$ cat config.mk
export PLATFORM = sky130hd
export DESIGN_NAME = sliding_bevel_block
export DESIGN_NICKNAME = d
export VERILOG_FILES = /design/src/rtl/sliding_bevel_block.sv
export SDC_FILE = /design/constraint.sdc
export NUM_CORES = 1
export LEC_CHECK = 0
export ABC_AREA = 1
export CORE_ASPECT_RATIO = 1.5
export CORE_MARGIN = 4
export CORE_UTILIZATION = 30
export DETAILED_ROUTE_END_ITERATION = 7
export GPL_TIMING_DRIVEN = 0
export PLACE_DENSITY_LB_ADDON = 0.08
export SYNTH_ARGS = -nofsm -noshare
export SYNTH_HDL_FRONTEND = slang
export SYNTH_SLANG_ARGS = --single-unit
$ cat constraint.sdc
create_clock -name clock -period 11.19 [get_ports clock]
set_clock_uncertainty 0.15 [all_clocks]
set_input_delay 2.238 -clock clock [delete_from_list [all_inputs] [get_ports clock]]
set_output_delay 2.238 -clock clock [all_outputs]
set_load 0.1 [all_outputs]
$ cat src/rtl/sliding_bevel_block.sv
// Sliding bevelled sprite: owns its position, animates validated move
// commands at STEP pixels per frame and renders a registered bevelled color.

package sliding_bevel_block_pkg;
    typedef logic [3:0] color_t;
    localparam color_t COLOR_NONE = 4'd0;
    localparam color_t COLOR_BLUE = 4'd1;
endpackage

module sliding_bevel_block
    import sliding_bevel_block_pkg::*;
#(
    parameter color_t      COLOR       = COLOR_BLUE,
    parameter int unsigned CELL_W      = 16,
    parameter int unsigned CELL_H      = 16,
    parameter int unsigned BEVEL       = 3,
    parameter int unsigned STEP        = 4,
    parameter int unsigned MIN_X       = 120,
    parameter int unsigned MAX_X       = 280,
    parameter int unsigned MAX_Y       = 400,
    parameter int unsigned INIT_X      = 200,
    parameter int unsigned INIT_Y      = 16,
    parameter int unsigned FLASH_TICKS = 8,
    parameter int unsigned BUS_WIDTH   = 11
) (
    input  logic                 clock,
    input  logic                 reset,
    input  logic [BUS_WIDTH-1:0] col,
    input  logic [BUS_WIDTH-1:0] row,
    input  logic                 frame_tick,
    input  logic                 move_valid,
    input  logic [1:0]           move_dir,
    output logic                 move_ready,
    output logic                 move_reject,
    input  logic                 flash_en,
    output logic [BUS_WIDTH-1:0] x_pos,
    output logic [BUS_WIDTH-1:0] y_pos,
    output logic                 busy,
    output color_t               color
);

    localparam int unsigned BW = BUS_WIDTH;
    // One extra bit so bound checks on x+CELL_W etc. cannot wrap.
    localparam int unsigned WW = BUS_WIDTH + 1;
    localparam int unsigned FW = (FLASH_TICKS > 1) ? $clog2(FLASH_TICKS) : 1;

    typedef enum logic {
        IDLE,
        SLIDE
    } state_t;

    state_t          state;
    logic [BW-1:0]   tgt;
    logic            axis_y;
    logic [FW-1:0]   flash_cnt;
    logic            flash_hidden;

    logic            cmd_illegal_c;
    logic            cmd_axis_y_c;
    logic [BW-1:0]   cmd_tgt_c;
    logic [BW-1:0]   pos_c;
    logic [BW-1:0]   step_pos_c;
    logic            inside_c;
    int unsigned     dx_c;
    int unsigned     dy_c;
    color_t          shade_c;
    logic            found_c;

    // Decode the offered command into a target and check it against the bounds.
    always_comb begin
        cmd_illegal_c = 1'b0;
        cmd_axis_y_c  = 1'b0;
        cmd_tgt_c     = x_pos;
        case (move_dir)
            2'b00: begin
                cmd_illegal_c = WW'(x_pos) < WW'(MIN_X + CELL_W);
                cmd_tgt_c     = x_pos - BW'(CELL_W);
            end
            2'b01: begin
                cmd_illegal_c = (WW'(x_pos) + WW'(CELL_W)) > WW'(MAX_X);
                cmd_tgt_c     = x_pos + BW'(CELL_W);
            end
            2'b10: begin
                cmd_axis_y_c  = 1'b1;
                cmd_illegal_c = (WW'(y_pos) + WW'(CELL_H)) > WW'(MAX_Y);
                cmd_tgt_c     = y_pos + BW'(CELL_H);
            end
            default: begin
                cmd_axis_y_c  = 1'b1;
                cmd_illegal_c = WW'(y_pos) >= WW'(MAX_Y);
                cmd_tgt_c     = BW'(MAX_Y);
            end
        endcase
    end

    // Next position on the active axis: STEP toward the target, clamped at it.
    always_comb begin
        pos_c      = axis_y ? y_pos : x_pos;
        step_pos_c = tgt;
        if (pos_c < tgt) begin
            if ((tgt - pos_c) > BW'(STEP)) begin
                step_pos_c = pos_c + BW'(STEP);
            end
        end else begin
            if ((pos_c - tgt) > BW'(STEP)) begin
                step_pos_c = pos_c - BW'(STEP);
            end
        end
    end

    // Move FSM: accept/reject commands in IDLE, animate in SLIDE.
    always_ff @(posedge clock or posedge reset) begin
        if (reset) begin
            state       <= IDLE;
            x_pos       <= BW'(INIT_X);
            y_pos       <= BW'(INIT_Y);
            tgt         <= '0;
            axis_y      <= 1'b0;
            move_ready  <= 1'b1;
            move_reject <= 1'b0;
            busy        <= 1'b0;
        end else begin
            move_reject <= 1'b0;
            unique case (state)
                IDLE: begin
                    if (move_valid) begin
                        if (cmd_illegal_c) begin
                            move_reject <= 1'b1;
                        end else begin
                            tgt        <= cmd_tgt_c;
                            axis_y     <= cmd_axis_y_c;
                            state      <= SLIDE;
                            move_ready <= 1'b0;
                            busy       <= 1'b1;
                        end
                    end
                end
                SLIDE: begin
                    if (frame_tick) begin
                        if (axis_y) begin
                            y_pos <= step_pos_c;
                        end else begin
                            x_pos <= step_pos_c;
                        end
                        if (step_pos_c == tgt) begin
                            state      <= IDLE;
                            move_ready <= 1'b1;
                            busy       <= 1'b0;
                        end
                    end
                end
            endcase
        end
    end

    // Flash phase: toggles every FLASH_TICKS frames while enabled.
    always_ff @(posedge clock or posedge reset) begin
        if (reset) begin
            flash_cnt    <= '0;
            flash_hidden <= 1'b0;
        end else if (!flash_en) begin
            flash_cnt    <= '0;
            flash_hidden <= 1'b0;
        end else if (frame_tick) begin
            if (flash_cnt == FW'(FLASH_TICKS - 1)) begin
                flash_cnt    <= '0;
                flash_hidden <= ~flash_hidden;
            end else begin
                flash_cnt <= flash_cnt + FW'(1);
            end
        end
    end

    // Box test and bevel shade for the current pixel.
    always_comb begin
        inside_c = (WW'(col) >= WW'(x_pos)) &&
                   (WW'(col) <= (WW'(x_pos) + WW'(CELL_W - 1))) &&
                   (WW'(row) >= WW'(y_pos)) &&
                   (WW'(row) <= (WW'(y_pos) + WW'(CELL_H - 1)));
        dx_c     = 32'(WW'(col) - WW'(x_pos));
        dy_c     = 32'(WW'(row) - WW'(y_pos));
        shade_c  = COLOR;
        found_c  = 1'b0;
        for (int unsigned k = 0; k < BEVEL; k++) begin
            if (!found_c) begin
                if (dy_c == k && dx_c >= k && dx_c <= CELL_W - 2 - k) begin
                    shade_c = color_t'(COLOR + 4'd1);
                    found_c = 1'b1;
                end else if (dy_c == CELL_H - 1 - k && dx_c >= k + 1 && dx_c <= CELL_W - 1 - k) begin
                    shade_c = color_t'(COLOR + 4'd2);
                    found_c = 1'b1;
                end else if (dx_c == k && dy_c >= k + 1 && dy_c <= CELL_H - 1 - k) begin
                    shade_c = color_t'(COLOR + 4'd3);
                    found_c = 1'b1;
                end else if (dx_c == CELL_W - 1 - k && dy_c >= k && dy_c <= CELL_H - 2 - k) begin
                    shade_c = color_t'(COLOR + 4'd4);
                    found_c = 1'b1;
                end
            end
        end
    end

    // Registered pixel color; a disabled flash is visible immediately.
    always_ff @(posedge clock or posedge reset) begin
        if (reset) begin
            color <= COLOR_NONE;
        end else if (inside_c && !(flash_hidden && flash_en)) begin
            color <= shade_c;
        end else begin
            color <= COLOR_NONE;
        end
    end

endmodule

==> run metrics <==
CP required=11.24 ns; CP max stage cell=clkdlybuf4s50_1; setup ws final=5.613 ns; status=completed; Avg Cell Area, Syn=6.149 um2; Post-Synthesis Cells=1134; ranking of synthesized cells by area=nand2_1 (17%), dfrtp_1 (14%), ha_1 (13%); Routed Wire Length=24910 um; Post-synth EDFFs=0; Seq/Total Area, Yosys=16.24%; first-pass detailed-route iteration total=6; core region area=22970 um2; CP cell instances=clkdlybuf4s50_1 -> inv_1 -> ha_1 -> inv_1 -> fa_1 -> nand3_1 -> nand3_1 -> a21oi_1 -> o21ai_0 -> xnor2_1 -> nand3_1 -> nor2_2 -> nand2_1 -> nor2_1 -> nand4_1 -> nand2_1 -> nor2_1 -> a21oi_1; FILL cells=2553; Post-DP HPWL=21270 um; first-pass GRT wire length=39450 um; delay-heaviest family, CP=simple AND/OR/NAND/NOR gates; count of pins over their slew limit=0; Area Overhead vs Synth=15.41%; total negative slack=0 ns; Clock Path Buffers=2; vias in the first global route=7508; Max Cap Violations=0; Worst Max-Slew Pin Slew=1.041 ns; Leakage=3.881 nW; Layout Utilization=35.03%; Post-synth ARST share=100.0%; CTS tree=done; Total GRT Usage=19.09%; worst hold path class=register to register; Slowest Stage Delay on Critical Path=0.41 ns; Clock Latency Late Sink=0.30 ns; Synth top area share=17.06%; drt initial violations=292; Top Ports=58; Main synth FF type=dfrtp_1; WL/cell=16.84 um; clock transition at the registers of the reported paths=0.07 ns; Seq cells post-synth=45; largest net degree at the start of global routing=39; CTS Buf Count=5; Fin. Hold Viols=0; Max FO, Critical Path=5; unrepaired setup endpoints after global routing=false; TritonCTS sink count=45; n_diodes=0; I/O Buffers=56; H-tree depth=2; via count=7451; Tmin final=5.577 ns; Tot Pwr=0.9676 mW; pre-CTS WS=5.332 ns; CP most frequent cell=nand3_1; fin nets=1305; cell accounting for the most synthesized area=nand2_1; total grt overflow=0; ANT nets after route=0; initial antenna violation count=0; Die X=132.5 um; die area=25800 um2; final period utilization=49.84%; CP endpoint kind=register; initial core utilization=30.35%; Max-slew headroom=30.41%; Cell Pwr Density=120.2 nW/um2; critical path arrival=5.63 ns; synthesized cell area=6973 um2; setup bufs post-CTS=0; crit path buf inv count=3; die height=194.7 um; startpoint type of the worst setup path=input pin; placer congestion estimate=0.9272; Mapped Nets=1241; Syn. warnings=0; share of cells above drive strength 1=6.339%; Max Fclk=179.3 MHz; via-per-instance ratio=5.038; Root Buffer=clkbuf_16; post-CTS resize count=0; Rows=68; drc violations=0; WS Path Type=input pin to register; CTS Hold Bufs=0; Min Hold Slack=0.3151 ns; Worst VDD drop=0.06107 mV; synth unique cells=54; endpoints failing setup=0
registers in the layout, indices dropped and copies added (netlist names):
name	flops
tgt	11
x_pos	11
y_pos	11
color	3
flash_cnt	3
axis_y	1
busy	1
flash_hidden	1
move_ready	1
move_reject	1
state	1
layer usage:
layer | GRT usage [%] | routed length, um | vias up
met4 | 6.587 | 789 | 0
met5 | 0 | 0 | -
met3 | 0.9063 | 515 | 43
met2 | 39.01 | 13940 | 140
li1 | - | - | 3857
met1 | 20.27 | 9664 | 3411
per-stage QoR:
stage	area, um2	instances
3_5_place_dp	7904	1471
5_1_grt	8048	1479
3_3_place_gp	7884	1470
2_1_floorplan	6973	1134
6_report	8048	1479
4_1_cts	8048	1479
worst reg2reg max path, cell delays in order (launching register included):
cell and delay (ns):
dfrtp_1 0.36, buf_4 0.16, buf_6 0.15, buf_2 0.20, o21ai_0 0.46, inv_1 0.16
ha_1 0.38, nand2_1 0.11, nand2_1 0.16, nand3_1 0.17, nand3_1 0.14, nand2_1 0.09
nand2_1 0.12, nor2_4 0.18, nand3_2 0.15, buf_6 0.18, nand2_1 0.06, nand3_1 0.08
nand2_1 0.15, nand2_1 0.07, nand2_1 0.07, nand3_1 0.12, nor2_1 0.24, nand2_1 0.11
nand2_1 0.09, nand2_1 0.07, nand2_1 0.06, nand2_1 0.05
area by class of cell:
class                   instances  area [um2]  area share (%)
inverters                     165       619.3           7.696
flip-flops and latches         45        1132           14.07
well taps                     280       350.3           4.353
clock buffers                   6       128.9           1.601
plain buffers                  28       167.7           2.083
repair buffers                 57       580.6           7.214
multi-input cells             896        5054           62.80
clock inverters                 2       15.01          0.1866
placed cells by master, fill, tap and decap left out, types with 7 or more instances in the layout:
cell,n
xnor2_1,9
o21ai_0,69
nor2_2,10
xor2_1,38
or2_2,7
inv_2,7
nor3_1,12
nand3_1,136
dfrtp_1,40
nand4_1,27
inv_1,156
o211ai_1,9
clkdlybuf4s50_1,56
nand2_1,317
buf_2,11
ha_1,75
a21oi_1,39
clkbuf_1,9
nor2_1,75
worst paths after layout:
check | slack (ns) | to | start | cells after the start
setup / recovery | 5.61 | color[2] | col[0] | 18
hold / removal | 0.32 | move_ready | move_ready | 2
setup reg to reg | 6.62 | busy | axis_y | 27
hold reg to reg | 0.32 | move_ready | move_ready | 2
max in group asynchronous | 8.32 | x_pos[3] | reset | 3
min in group asynchronous | 2.02 | state | reset | 2
synth_stat cells, types with 4 or more instances:
master,n
o221ai_1,4
nor2_2,10
nor4_1,6
o211ai_1,9
clkbuf_1,8
o21a_1,5
xor2_1,38
a21oi_1,39
nand3b_1,4
nor3_1,12
nand3_1,136
dfstp_2,5
dfrtp_1,40
inv_2,6
nand4_1,27
a21oi_2,4
xnor2_1,9
buf_6,4
buf_2,11
inv_1,157
nor2_1,75
o21bai_1,6
or2_2,7
buf_4,5
nand2_1,317
o21ai_2,4
ha_1,75
o21ai_0,69
kinds of logic after synthesis:
family	count (synthesis)	synth area share, %
mux	1	0.1436
buf+inv	193	11.29
xor+xnor	47	5.904
simple gates	608	38.29
other cells	1	0.05378
flops	45	16.24
fa+ha+maj	78	14.32
compound gates	161	13.76
power breakdown:
group,switching [mW],internal (mW)
registers,0.0181,0.174
logic,0.420,0.200
clock network,0.0725,0.0832
total,0.511,0.457
(Power assumes the default switching activity.)
